[config.mk]
export PLATFORM = sky130hd
export DESIGN_NAME = ex_bra_resolve_flat
export DESIGN_NICKNAME = d
export VERILOG_FILES = /design/src/rtl/ex_bra_resolve_if.sv /design/src/rtl/ex_bra_resolve.sv /design/src/flat_wrapper.sv
export SDC_FILE = /design/constraint.sdc
export NUM_CORES = 1
export LEC_CHECK = 0
export ABC_AREA = 1
export BUFFER_PORTS_ARGS = -buffer_cell sky130_fd_sc_hd__buf_2
export CAP_MARGIN = 20
export CORE_MARGIN = 2
export CORE_UTILIZATION = 40
export DETAILED_ROUTE_END_ITERATION = 10
export PLACE_DENSITY = 0.66
export SLEW_MARGIN = 20
export SYNTH_ARGS = -nofsm -noshare
export SYNTH_HDL_FRONTEND = slang
export SYNTH_SLANG_ARGS = --single-unit
[constraint.sdc]
create_clock -name clock -period 1.5 [get_ports clock]
set_input_delay 0.15 -clock clock [delete_from_list [all_inputs] [get_ports clock]]
set_output_delay 0.15 -clock clock [all_outputs]
set_load 0.05 [all_outputs]
[src/rtl/ex_bra_resolve_if.sv]
// Branch-resolve bundle between the ID/EX pipeline and ex_bra_resolve.
// master drives the ID slot and stall; slave is the resolver.
interface ex_bra_resolve_if;
  localparam int unsigned PC_W  = 48;
  localparam int unsigned CNT_W = 32;

  logic             hold;
  logic             idValid;
  logic [PC_W-1:0]  idBasePc;
  logic [1:0]       idBraKind;
  logic             idPreBra;
  logic [PC_W-1:0]  idPreBraPc;
  logic [PC_W-1:0]  idBraTgtPc;
  logic [PC_W-1:0]  idNextPc;
  logic             exSrT;
  logic [2:0]       exBraDir;
  logic [PC_W-1:0]  exBraBPc;
  logic             exRedirect;
  logic [PC_W-1:0]  exRedirPc;
  logic             exFlush;
  logic [CNT_W-1:0] perfBraCnt;
  logic [CNT_W-1:0] perfMissCnt;

  modport master (
    output hold, idValid, idBasePc, idBraKind, idPreBra, idPreBraPc,
           idBraTgtPc, idNextPc, exSrT,
    input  exBraDir, exBraBPc, exRedirect, exRedirPc, exFlush,
           perfBraCnt, perfMissCnt
  );

  modport slave (
    input  hold, idValid, idBasePc, idBraKind, idPreBra, idPreBraPc,
           idBraTgtPc, idNextPc, exSrT,
    output exBraDir, exBraBPc, exRedirect, exRedirPc, exFlush,
           perfBraCnt, perfMissCnt
  );
endinterface

[src/rtl/ex_bra_resolve.sv]
// EX-stage branch resolver: checks the ID prediction against SR.T, redirects and
// squashes wrong-path slots. Define JX2_BRA_PERFCNT_EN for the perf counters.
module ex_bra_resolve #(
  parameter int unsigned FLUSH_CYC = 2
) (
  input logic           clock,
  input logic           reset,
  ex_bra_resolve_if.slave bus
);
  localparam int unsigned PC_W   = 48;
  localparam int unsigned FCNT_W = 2;

  typedef struct packed {
    logic            valid;
    logic [PC_W-1:0] basePc;
    logic [1:0]      kind;
    logic            preBra;
    logic [PC_W-1:0] preBraPc;
    logic [PC_W-1:0] braTgtPc;
    logic [PC_W-1:0] nextPc;
  } ex1Slot_t;

  typedef enum logic {RUN = 1'b0, FLUSH = 1'b1} state_t;

  ex1Slot_t          ex1;
  state_t            state, stateNext;
  logic [FCNT_W-1:0] flushCnt, flushCntNext;
  logic              taken_c, mispredict_c;
  logic [2:0]        braDir_c;
  logic [PC_W-1:0]   redirPc_c;
  logic [2:0]        exBraDirQ;
  logic [PC_W-1:0]   exBraBPcQ, exRedirPcQ;
  logic              exRedirectQ;

  // EX1 capture; slots entering while flushing are wrong-path and become bubbles
  always_ff @(posedge clock) begin
    if (!reset) begin
      ex1 <= '0;
    end else if (!bus.hold) begin
      ex1 <= '{valid:    bus.idValid && (state != FLUSH),
               basePc:   bus.idBasePc,
               kind:     bus.idBraKind,
               preBra:   bus.idPreBra,
               preBraPc: bus.idPreBraPc,
               braTgtPc: bus.idBraTgtPc,
               nextPc:   bus.idNextPc};
    end
  end

  // Resolution against SR.T
  always_comb begin
    taken_c = 1'b0;
    unique case (ex1.kind)
      2'b00:   taken_c = 1'b1;
      2'b10:   taken_c = bus.exSrT;
      2'b11:   taken_c = !bus.exSrT;
      default: taken_c = 1'b0;
    endcase
    if (!ex1.valid) taken_c = 1'b0;
    mispredict_c = ex1.valid &&
                   ((taken_c != ex1.preBra) ||
                    (taken_c && (ex1.preBraPc != ex1.braTgtPc)));
    redirPc_c    = taken_c ? ex1.braTgtPc : ex1.nextPc;
    braDir_c     = ex1.valid ? {!taken_c, ex1.kind} : 3'b001;
  end

  // EX2 result register feeding front end and predictor
  always_ff @(posedge clock) begin
    if (!reset) begin
      exBraDirQ   <= 3'b001;
      exBraBPcQ   <= '0;
      exRedirectQ <= 1'b0;
      exRedirPcQ  <= '0;
    end else if (!bus.hold) begin
      exBraDirQ   <= braDir_c;
      exBraBPcQ   <= ex1.basePc;
      exRedirectQ <= mispredict_c;
      exRedirPcQ  <= redirPc_c;
    end
  end

  always_ff @(posedge clock) begin
    if (!reset) begin
      state    <= RUN;
      flushCnt <= '0;
    end else begin
      state    <= stateNext;
      flushCnt <= flushCntNext;
    end
  end

  // Flush sequencer: enters the cycle after the redirect strobe
  always_comb begin
    stateNext    = state;
    flushCntNext = flushCnt;
    if (!bus.hold) begin
      unique case (state)
        RUN: begin
          if (exRedirectQ) begin
            stateNext    = FLUSH;
            flushCntNext = FCNT_W'(FLUSH_CYC);
          end
        end
        FLUSH: begin
          if (flushCnt <= FCNT_W'(1)) begin
            stateNext    = RUN;
            flushCntNext = '0;
          end else begin
            flushCntNext = flushCnt - FCNT_W'(1);
          end
        end
        default: stateNext = RUN;
      endcase
    end
  end

  assign bus.exBraDir   = exBraDirQ;
  assign bus.exBraBPc   = exBraBPcQ;
  assign bus.exRedirect = exRedirectQ;
  assign bus.exRedirPc  = exRedirPcQ;
  assign bus.exFlush    = (state == FLUSH);

`ifdef JX2_BRA_PERFCNT_EN
  logic [31:0] braCnt, missCnt;

  always_ff @(posedge clock) begin
    if (!reset) begin
      braCnt  <= '0;
      missCnt <= '0;
    end else if (!bus.hold) begin
      if (ex1.valid && (ex1.kind != 2'b01)) braCnt <= braCnt + 32'd1;
      if (mispredict_c) missCnt <= missCnt + 32'd1;
    end
  end

  assign bus.perfBraCnt  = braCnt;
  assign bus.perfMissCnt = missCnt;
`else
  assign bus.perfBraCnt  = '0;
  assign bus.perfMissCnt = '0;
`endif
endmodule

[src/flat_wrapper.sv]
// flat-port wrapper written by rule: the top's interface ports become plain ports
module ex_bra_resolve_flat 
#(
  parameter int unsigned FLUSH_CYC = 2
)
  (clock, reset, bus_hold, bus_idValid, bus_idBasePc, bus_idBraKind, bus_idPreBra, bus_idPreBraPc, bus_idBraTgtPc, bus_idNextPc, bus_exSrT, bus_exBraDir, bus_exBraBPc, bus_exRedirect, bus_exRedirPc, bus_exFlush, bus_perfBraCnt, bus_perfMissCnt);
  ex_bra_resolve_if bus_i ();
  input logic clock;
  input logic reset;
  input wire logic [$bits(bus_i.hold)-1:0] bus_hold;
  input wire logic [$bits(bus_i.idValid)-1:0] bus_idValid;
  input wire logic [$bits(bus_i.idBasePc)-1:0] bus_idBasePc;
  input wire logic [$bits(bus_i.idBraKind)-1:0] bus_idBraKind;
  input wire logic [$bits(bus_i.idPreBra)-1:0] bus_idPreBra;
  input wire logic [$bits(bus_i.idPreBraPc)-1:0] bus_idPreBraPc;
  input wire logic [$bits(bus_i.idBraTgtPc)-1:0] bus_idBraTgtPc;
  input wire logic [$bits(bus_i.idNextPc)-1:0] bus_idNextPc;
  input wire logic [$bits(bus_i.exSrT)-1:0] bus_exSrT;
  output wire logic [$bits(bus_i.exBraDir)-1:0] bus_exBraDir;
  output wire logic [$bits(bus_i.exBraBPc)-1:0] bus_exBraBPc;
  output wire logic [$bits(bus_i.exRedirect)-1:0] bus_exRedirect;
  output wire logic [$bits(bus_i.exRedirPc)-1:0] bus_exRedirPc;
  output wire logic [$bits(bus_i.exFlush)-1:0] bus_exFlush;
  output wire logic [$bits(bus_i.perfBraCnt)-1:0] bus_perfBraCnt;
  output wire logic [$bits(bus_i.perfMissCnt)-1:0] bus_perfMissCnt;
  assign bus_i.hold = bus_hold;
  assign bus_i.idValid = bus_idValid;
  assign bus_i.idBasePc = bus_idBasePc;
  assign bus_i.idBraKind = bus_idBraKind;
  assign bus_i.idPreBra = bus_idPreBra;
  assign bus_i.idPreBraPc = bus_idPreBraPc;
  assign bus_i.idBraTgtPc = bus_idBraTgtPc;
  assign bus_i.idNextPc = bus_idNextPc;
  assign bus_i.exSrT = bus_exSrT;
  assign bus_exBraDir = bus_i.exBraDir;
  assign bus_exBraBPc = bus_i.exBraBPc;
  assign bus_exRedirect = bus_i.exRedirect;
  assign bus_exRedirPc = bus_i.exRedirPc;
  assign bus_exFlush = bus_i.exFlush;
  assign bus_perfBraCnt = bus_i.perfBraCnt;
  assign bus_perfMissCnt = bus_i.perfMissCnt;
  ex_bra_resolve #(.FLUSH_CYC(FLUSH_CYC)) u_core (.clock(clock), .reset(reset), .bus(bus_i));
endmodule
==> flow_summary.toml, run 1 <==
[layout]
regArea_um2 = 5990
nFillCells = 2598
layout_commonest_cell = "nor2_1"
syn_to_final_growth_pct = 41.1
mostFrequentLayoutCells = "nor2_1 (428), buf_2 (298), dfxtp_1 (295)"
final_nets = 2359
final_cell_area_um2 = 17200
multiInputGateArea_um2 = 4980
drive_gt1_frac = 0.188

[worst_setup_path]
critPathArrivalTime_ns = 1.30
crit_type = "reg2out"
critPathMaxFanout = 3
cp_slowest_cell = "dfxtp_1"
cpPeakStageDelay_ns = 0.47
worst-path-buf-inv = 1
endpoint_kind = "output pin"
start_kind = "register"
cpLargestDelayFamily = "flip-flops"
path_cells = "buf_2"
required_ns = 1.35

[logic_synthesis]
synth_area_per_cell_um2 = 7.19
synth_area_um2 = 12200
synth_seq_cells = 299
synthArstFlopShare = 0
synth.distinct_cells = 21
netlist_instances = 1696
yosys_most_used_dff = "dfxtp_1"
yosysWarnings = 0
ys_seq_area_frac = 0.491
synth-edff-count = 0

[timing]
finClkSkew_ns = 0.0145
rsz0062_at_grt = "true"
holdWs_ns = -0.00940
worst_slack_ns = 0.0504
layout_min_cycle_time_ns = 1.45
final_hold_viol_count = 1
min_period_over_period = 0.966
setup_viol_count_final = 0
fmax_mhz = 690
tns_ns = 0
drv_slew = 0

[grt]
antenna_found_initial = 6
grt_pass1_vias = 11900
grt_max_degree = 103
grt_overflow_total = 0
grt_first_pass_wirelength_um = 58100
grt_util_all_layers = 0.227

[drt]
avgViaCountPerCell = 4.81
drt_iter0_drc = 657
wl_per_cell_um = 15.2
vias = 12400
drc_errors = 0
totalWireLength_um = 39100
dr.pass1.iters = 5
antenna_left = 0

[die]
die_x_um = 179
core_area_um2 = 29800
die_y_um = 179
ios = 365
die_area_um2 = 31900
std_cell_rows = 63
start_util = 0.409

[clock_network]
htreeDepth = 2
cts.path.max_buffers = 3
postCtsSetupRepairBufs = 0
cts_tree = "built"
root_buffer = "clkbuf_16"
cts_sinks = 299
clock_latency_ns = 0.51
cts-buffers-inserted = 34
path_clk_slew_ns = 0.06

[place]
dpl_cell_area_um2 = 13800
pre_cts_ws_ns = -0.0191
gp_congestion = 0.827
io_buffers = 300
dp_hpwl_um = 23400

[power]
cellLeakagePower_uw = 0.00825
peakVddDrop_uv = 1030
p_total_uw = 20900
powerDensity_nw_per_um2 = 1220

[status]
status = "finished with violations"
violations = "negative hold slack"

[run]
maxCapViolations = 0

[min_path]
hp-class = "in2reg"
==> final timing paths <==
path                                             from                  endpoint  slack, ns  cells past startpoint
worst max-delay path            u_core.bus.exRedirect            bus_exRedirect       0.05                      1
worst min-delay path                 bus_idNextPc[46]            u_core.ex1[46]     -0.009                      3
worst max register to register        u_core.ex1[146]  u_core.bus.exRedirPc[35]       0.08                      8
worst min register to register        u_core.ex1[124]           u_core.ex1[124]       0.47                      2
==> power breakdown <==
part | internal [uW] | switching (uW)
combinational | 1300 | 2420
sequential | 8500 | 291
clock | 5230 | 3200
total | 15000 | 5910
==> layout make-up <==
type                            count  area share
Sequential cell                   299       0.348
Multi-Input combinational cell   1146       0.290
Timing Repair Buffer              534       0.235
Clock buffer                       49      0.0593
Inverter                          144      0.0317
Tap cell                          390      0.0284
Clock inverter                      9     0.00713
Antenna cell                        6    0.000873
==> through the flow <==
step,instances,utilization
4_1_cts,2561,0.568
6_report,2577,0.577
3_5_place_dp,2302,0.463
2_1_floorplan,1759,-
5_1_grt,2576,0.577
3_3_place_gp,2302,0.463
==> sequential cells by signal (all words and copies together) (netlist names) <==
| signal | cells |
|---|---|
| u_core.bus.exRedirPc | 48 |
| u_core.bus.exBraDir | 3 |
| u_core.flushCnt | 2 |
| u_core.ex1 | 196 |
| u_core.bus.exFlush | 1 |
| u_core.bus.exBraBPc | 48 |
| u_core.bus.exRedirect | 1 |
==> cells in the mapped netlist (2+ instances only) <==
library cell	instances	area [um2]
a21oi_1	97	485
buf_1	2	7.51
buf_2	31	155
buf_4	71	533
buf_6	5	56.3
clkbuf_1	62	233
dfxtp_1	299	5990
inv_1	142	533
inv_2	2	7.51
nand2_1	184	691
nand3_1	6	30.0
nand4_1	2	12.5
nor2_1	435	1630
o21ai_0	285	1430
o21ai_1	62	310
xnor2_1	6	52.6
==> cells by family after synthesis <==
| family | Yosys count | share of synthesized area |
|---|---|---|
| AO/OA/AOI/OAI | 446 | 0.184 |
| XOR/XNOR | 6 | 0.00431 |
| buffers and inverters | 315 | 0.125 |
| flip-flops | 299 | 0.491 |
| other | 1 | 0.000308 |
| AND/OR/NAND/NOR | 629 | 0.196 |
==> layer usage <==
layer / global-route usage / part of all wire / up-vias
met3: 0.0610 / 0.081 / 111
met1: 0.268 / 0.41 / 5616
li1: - / - / 6161
met5: 0 / 0.00018 / -
met2: 0.389 / 0.47 / 503
met4: 0.0935 / 0.038 / 2
==> repair_timing <==
action                                  4_1_cts  5_1_grt
gates resized for setup                       1       30
hold endpoints to repair                    194        0
gates cloned                                  0       10
pin swaps                                     0       11
endpoints found under the setup margin        1       10
hold buffers                                201        0
==> tightest hold or removal path, stage by stage <==
cell	delay (ns)
buf_2	0.08
o21ai_0	0.12
nor2_1	0.10
Power figures use the tool's default switching activity.
==> run 2: changes to the inputs <==
--- a/config.mk
+++ b/config.mk
@@ -5,13 +5,12 @@
 export SDC_FILE = /design/constraint.sdc
 export NUM_CORES = 1
 export LEC_CHECK = 0
-export ABC_AREA = 1
 export BUFFER_PORTS_ARGS = -buffer_cell sky130_fd_sc_hd__buf_2
 export CAP_MARGIN = 20
 export CORE_MARGIN = 2
 export CORE_UTILIZATION = 40
 export DETAILED_ROUTE_END_ITERATION = 10
-export PLACE_DENSITY = 0.66
+export PLACE_DENSITY = 0.68
 export SLEW_MARGIN = 20
 export SYNTH_ARGS = -nofsm -noshare
 export SYNTH_HDL_FRONTEND = slang
==> constraint.sdc (replaced) <==
create_clock -name clock -period 1.23 [get_ports clock]
set_input_delay 0.123 -clock clock [delete_from_list [all_inputs] [get_ports clock]]
set_output_delay 0.123 -clock clock [all_outputs]
set_load 0.05 [all_outputs]
==> flow_summary.toml, run 2 <==
[die]
core_area_um2 = 31300
die_area_um2 = 33000
start_util = 0.403
die_x_um = 182
ios = 365
std_cell_rows = 65
die_y_um = 182

[logic_synthesis]
synth_most_common_cell = "dfxtp_1"
synth_seq_cells = 299
synth.distinct_cells = 28
synth_area_leaders = "dfxtp_1 (47%), mux2i_1 (23%), nor2b_1 (12%), buf_4 (4.0%), o211a_1 (3.9%)"
ys_seq_area_frac = 0.475
synth-edff-count = 0
synthArstFlopShare = 0
yosys.area_share.simple = 0.151
synthMuxAreaShare = 0.232
yosys_most_used_dff = "dfxtp_1"
yosysWarnings = 0
synth_compound_area_frac = 0.0442
yosys.area.top_type = "dfxtp_1"
synth-xor-area-share = 0.0340
synth_common_cells = "dfxtp_1 (299), mux2i_1 (292), nor2b_1 (248)"
synth_area_um2 = 12600
synth_top_family_by_area = "multiplexers"
synth_area_per_cell_um2 = 10.8
synth-adder-area-share = 0
netlist_instances = 1168
synth_top_area_frac = 0.475

[status]
status = "finished with violations"
violations = "negative setup slack"

[run]
maxCapViolations = 0

[layout]
largest_register_ffs = 196
mostFrequentLayoutCells = "dfxtp_1 (292), mux2i_1 (285), nor2b_1 (248)"
fin_util = 0.596
final_cell_area_um2 = 18700
final_nets = 1930
fin_cells = 2159
layout_commonest_cell = "dfxtp_1"
syn_to_final_growth_pct = 48.1
drive_gt1_frac = 0.268
largest-register = "u_core.ex1"

[worst_setup_path]
critPathArrivalTime_ns = 2.15
critPathMaxFanout = 6
start_kind = "register"
endpoint_kind = "register"
crit_type = "reg2reg"
required_ns = 1.61

[power]
powerDensity_nw_per_um2 = 1370
peakVddDrop_uv = 1240
pwr-share-comb = 0.173
intPower_uw = 18800
pwr-share-clk = 0.412
swShare = 0.264
seq_power_share = 0.415
switching_power_uw = 6720
cellLeakagePower_uw = 0.00895

[min_path]
hp-class = "in2reg"

[drt]
avgViaCountPerCell = 4.63
drt_iter0_drc = 327
dr.pass1.iters = 4
drc_errors = 0
antenna_left = 0
totalWireLength_um = 35600
wl_per_cell_um = 16.5
vias = 9991

[timing]
worst_slack_ns = -0.540
min_period_over_period = 1.44
layout_min_cycle_time_ns = 1.77
drv_slew = 0
rsz0062_at_grt = "true"
setup_viol_count_final = 50
fmax_mhz = 565
final_hold_viol_count = 0
finClkSkew_ns = 0.0146

[clock_network]
cts_tree = "built"
htreeDepth = 2
cts_sinks = 299
cts-buffers-inserted = 35
root_buffer = "clkbuf_16"
clock_latency_ns = 0.51
cts.path.max_buffers = 3
path_clk_slew_ns = 0.06

[grt]
grt_first_pass_wirelength_um = 55000
grt_overflow_total = 0
antenna_found_initial = 2
grt_max_degree = 82
grt_pass1_vias = 10300
grt_util_all_layers = 0.206

[place]
io_buffers = 300
dp_hpwl_um = 22600
dpl_cell_area_um2 = 15000
gp_congestion = 0.780
place_inst = 1888
-- run 2: changes by cell type after synthesis, sizes merged, moves of 19 or more --
| cell | delta |
|---|---|
| nor2 | -432 |
| o21ai | -344 |
| mux2i | +292 |
| nor2b | +248 |
| inv | -143 |
| nand2 | -134 |
| a21oi | -95 |
| o211a | +49 |
| xnor2 | +22 |
| xor2 | +21 |
| clkbuf | -19 |
-- run 2: stage by stage --
step | power [uW] | hold WS [ns] | setup WS [ns] | setup TNS, ns
global route | 26500 | 0.165 | -0.605 | -26.02
global placement | 14300 | 0.374 | -0.617 | -21.37
floorplan | 13400 | 0.289 | -0.395 | -14.01
detailed placement | 14400 | 0.382 | -0.602 | -22.71
CTS | 25600 | 0.156 | -0.519 | -21.63
finish | 25500 | 0.166 | -0.540 | -22.23
-- run 2: metal layers --
| layer | global-route usage | routed length (um) | vias to the layer above |
|---|---|---|---|
| met4 | 0.0524 | 781 | 0 |
| met1 | 0.249 | 15200 | 4675 |
| li1 | - | - | 4938 |
| met2 | 0.364 | 17100 | 320 |
| met5 | 0 | 0 | - |
| met3 | 0.0560 | 2560 | 58 |
-- run 2: critical path, stage by stage (launching register included) --
cell and delay, ns:
dfxtp_2 0.32, and2b_2 0.20, mux2i_4 0.29, buf_4 0.16, buf_8 0.13, buf_12 0.14, mux2i_1 0.21, nand2_1 0.07
o211a_1 0.13
-- run 2: area by class of cell --
cell class                 count  area, um2
antenna                        2       5.00
clock buffer                  59       1140
tap                          402        503
fill                        2457      12600
multi-input combinational    791       6110
sequential                   299       6000
clock inverter                 3       40.0
inverter                       1       5.00
timing repair buffer         602       4880
-- run 2: final timing paths --
check / startpoint / depth (start not counted) / endpoint / slack [ns]
worst min-delay path: bus_hold / 4 / u_core.ex1[39] / 0.17
worst min register to register: u_core.bus.exRedirPc[9] / 1 / u_core.bus.exRedirPc[9] / 0.48
worst max-delay path: u_core.ex1[146] / 8 / u_core.bus.exRedirPc[25] / -0.54
worst max register to register: u_core.ex1[146] / 8 / u_core.bus.exRedirPc[25] / -0.54
-- run 2: logic make-up after synthesis --
logic type,after synthesis
simple gates,326
flops,299
other cells,1
mux,292
buf+inv,141
xor+xnor,49
compound gates,60
-- run 2: timing repair --
item / in CTS / in global routing
gates cloned: 1 / 2
buffers inserted: 3 / 3
resized for setup: 105 / 42
endpoints found under the hold margin: 201 / 0
endpoints found under the setup margin: 136 / 76
pin swaps: 3 / 0
hold buffers: 201 / 0
-- run 2: power by group through the flow --
stage | clock network [uW] | registers [uW] | logic (uW)
finish | 10500 | 10600 | 4410
global route | 11100 | 10600 | 4700
CTS | 10700 | 10600 | 4310
detailed placement | 0 | 10800 | 3660
global placement | 0 | 10700 | 3610
floorplan | 0 | 11300 | 2110
==> run 3: changes to the inputs <==
--- a/config.mk
+++ b/config.mk
@@ -8,9 +8,10 @@
 export BUFFER_PORTS_ARGS = -buffer_cell sky130_fd_sc_hd__buf_2
 export CAP_MARGIN = 20
 export CORE_MARGIN = 2
-export CORE_UTILIZATION = 40
+export CORE_UTILIZATION = 30
 export DETAILED_ROUTE_END_ITERATION = 10
-export PLACE_DENSITY = 0.68
+export PLACE_DENSITY = 0.54
+export SETUP_SLACK_MARGIN = 0.2
 export SLEW_MARGIN = 20
 export SYNTH_ARGS = -nofsm -noshare
 export SYNTH_HDL_FRONTEND = slang
==> flow_summary.toml, run 3 (synthesis results as in run 2) <==
[status]
status = "finished with violations"
violations = "negative setup slack"

[grt]
grt_first_pass_wirelength_um = 57500
grt_pass1_vias = 10300
antenna_found_initial = 2
grt_overflow_total = 0
grt_util_all_layers = 0.167
grt_max_degree = 102

[drt]
top_layer_used = "met4"
totalWireLength_um = 36700
dr.pass1.iters = 6
met1_length_um = 16500
drt_iter0_drc = 360
wl_per_cell_um = 15.8
drc_errors = 0
route.met3.wl_um = 2570
vias = 9936
wl_met2_um = 17000
avgViaCountPerCell = 4.28
antenna_left = 0

[die]
std_cell_rows = 75
die_y_um = 209
die_x_um = 209
start_util = 0.302
die_area_um2 = 43700
core_area_um2 = 41800
ios = 365

[timing]
layout_min_cycle_time_ns = 1.80
final_hold_viol_count = 0
drv_slew = 0
worst_slack_ns = -0.572
finClkSkew_ns = 0.0121
rsz0062_at_grt = "true"
holdWs_ns = 0.0821
fmax_mhz = 555
min_period_over_period = 1.46
tns_ns = -22.14
setup_viol_count_final = 50

[layout]
multiInputGateArea_um2 = 6140
drive_gt1_frac = 0.338
mostFrequentLayoutCells = "mux2i_1 (282), nor2b_1 (247), dlygate4sd3_1 (197), buf_2 (197), dfxtp_1 (196)"
regArea_um2 = 6120
layout_commonest_cell = "mux2i_1"
largest_register_ffs = 196
final_nets = 1954
nFillCells = 3795
syn_to_final_growth_pct = 59.2
largest-register = "u_core.ex1"
final_cell_area_um2 = 20100

[worst_setup_path]
critPathMaxFanout = 4
cpPeakStageDelay_ns = 0.52
cp_slowest_cell = "or4_1"
crit_type = "reg2reg"
cpLargestDelayFamily = "simple AND/OR/NAND/NOR gates"
path_cells = "and2b_2 > mux2i_4 > nand4_1 > or4_1 > o211a_1"
critPathArrivalTime_ns = 2.23
required_ns = 1.66
worst-path-buf-inv = 0
endpoint_kind = "register"
start_kind = "register"

[run]
maxCapViolations = 0

[power]
peakVddDrop_uv = 1080
cellLeakagePower_uw = 0.00937
powerDensity_nw_per_um2 = 1320

[clock_network]
cts-buffers-inserted = 37
cts_sinks = 299
cts.path.max_buffers = 3
cts_tree = "built"
htreeDepth = 2
path_clk_slew_ns = 0.06
root_buffer = "clkbuf_16"
clock_latency_ns = 0.53

[place]
gp_congestion = 0.752
dpl_cell_area_um2 = 15400
io_buffers = 300
dp_hpwl_um = 24800

[min_path]
hp-class = "in2reg"
run 3: routing by layer:
layer / global-route usage / up-vias
li1: - / 4996
met1: 0.212 / 4608
met2: 0.273 / 282
met3: 0.0511 / 50
met4: 0.0493 / 0
met5: 0 / -
run 3: final timing paths:
check / startpoint / slack (ns) / end / cells past startpoint
setup reg to reg: u_core.ex1[146] / -0.57 / u_core.bus.exRedirect / 5
hold / removal: bus_hold / 0.08 / u_core.bus.exRedirect / 4
hold reg to reg: u_core.bus.exRedirPc[37] / 0.49 / u_core.bus.exRedirPc[37] / 1
setup / recovery: u_core.ex1[146] / -0.57 / u_core.bus.exRedirect / 5
run 3: layout make-up:
class                           instances  area share
Antenna cell                            2    0.000249
Clock buffer                           56      0.0548
Clock inverter                         11     0.00686
Inverter                                1    0.000249
Multi-Input combinational cell        791       0.306
Sequential cell                       299       0.305
Tap cell                              539      0.0336
Timing Repair Buffer                  624       0.294
run 3: where the power goes:
part / leakage (uW) / internal [uW] / switching [uW] / total [uW]
clock network: 0.000612 / 6810 / 4210 / 11000
registers: 0.00250 / 10300 / 382 / 10700
logic: 0.00625 / 2380 / 2390 / 4760
total: 0.00937 / 19500 / 6980 / 26400
run 3: what timing repair did:
| item | 4_1_cts | 5_1_grt |
|---|---|---|
| pin swaps | 9 | 7 |
| resized for setup | 422 | 16 |
| endpoints found under the setup margin | 151 | 168 |
| setup buffers | 8 | 7 |
| hold endpoints to repair | 200 | 0 |
| gates cloned | 2 | 1 |
| hold buffers | 197 | 0 |
run 3: stage by stage:
| stage | std cells | total power [uW] | util | worst slack (ns) |
|---|---|---|---|---|
| 2_1_floorplan | 1231 | 13400 | - | -0.395 |
| 3_3_place_gp | 2039 | 14500 | 0.368 | -0.740 |
| 3_5_place_dp | 2039 | 14600 | 0.368 | -0.744 |
| 4_1_cts | 2313 | 26800 | 0.477 | -0.675 |
| 5_1_grt | 2323 | 27600 | 0.481 | -0.658 |
| 6_report | 2323 | 26400 | 0.481 | -0.572 |
run 3: worst reg2reg max path, delay by kind of cell, from the launching register on:
family | cells | cell delay, ns
AOI/OAI and AO/OA | 1 | 0.21
DFF | 1 | 0.32
muxes | 1 | 0.31
and+or+nand+nor | 3 | 0.86
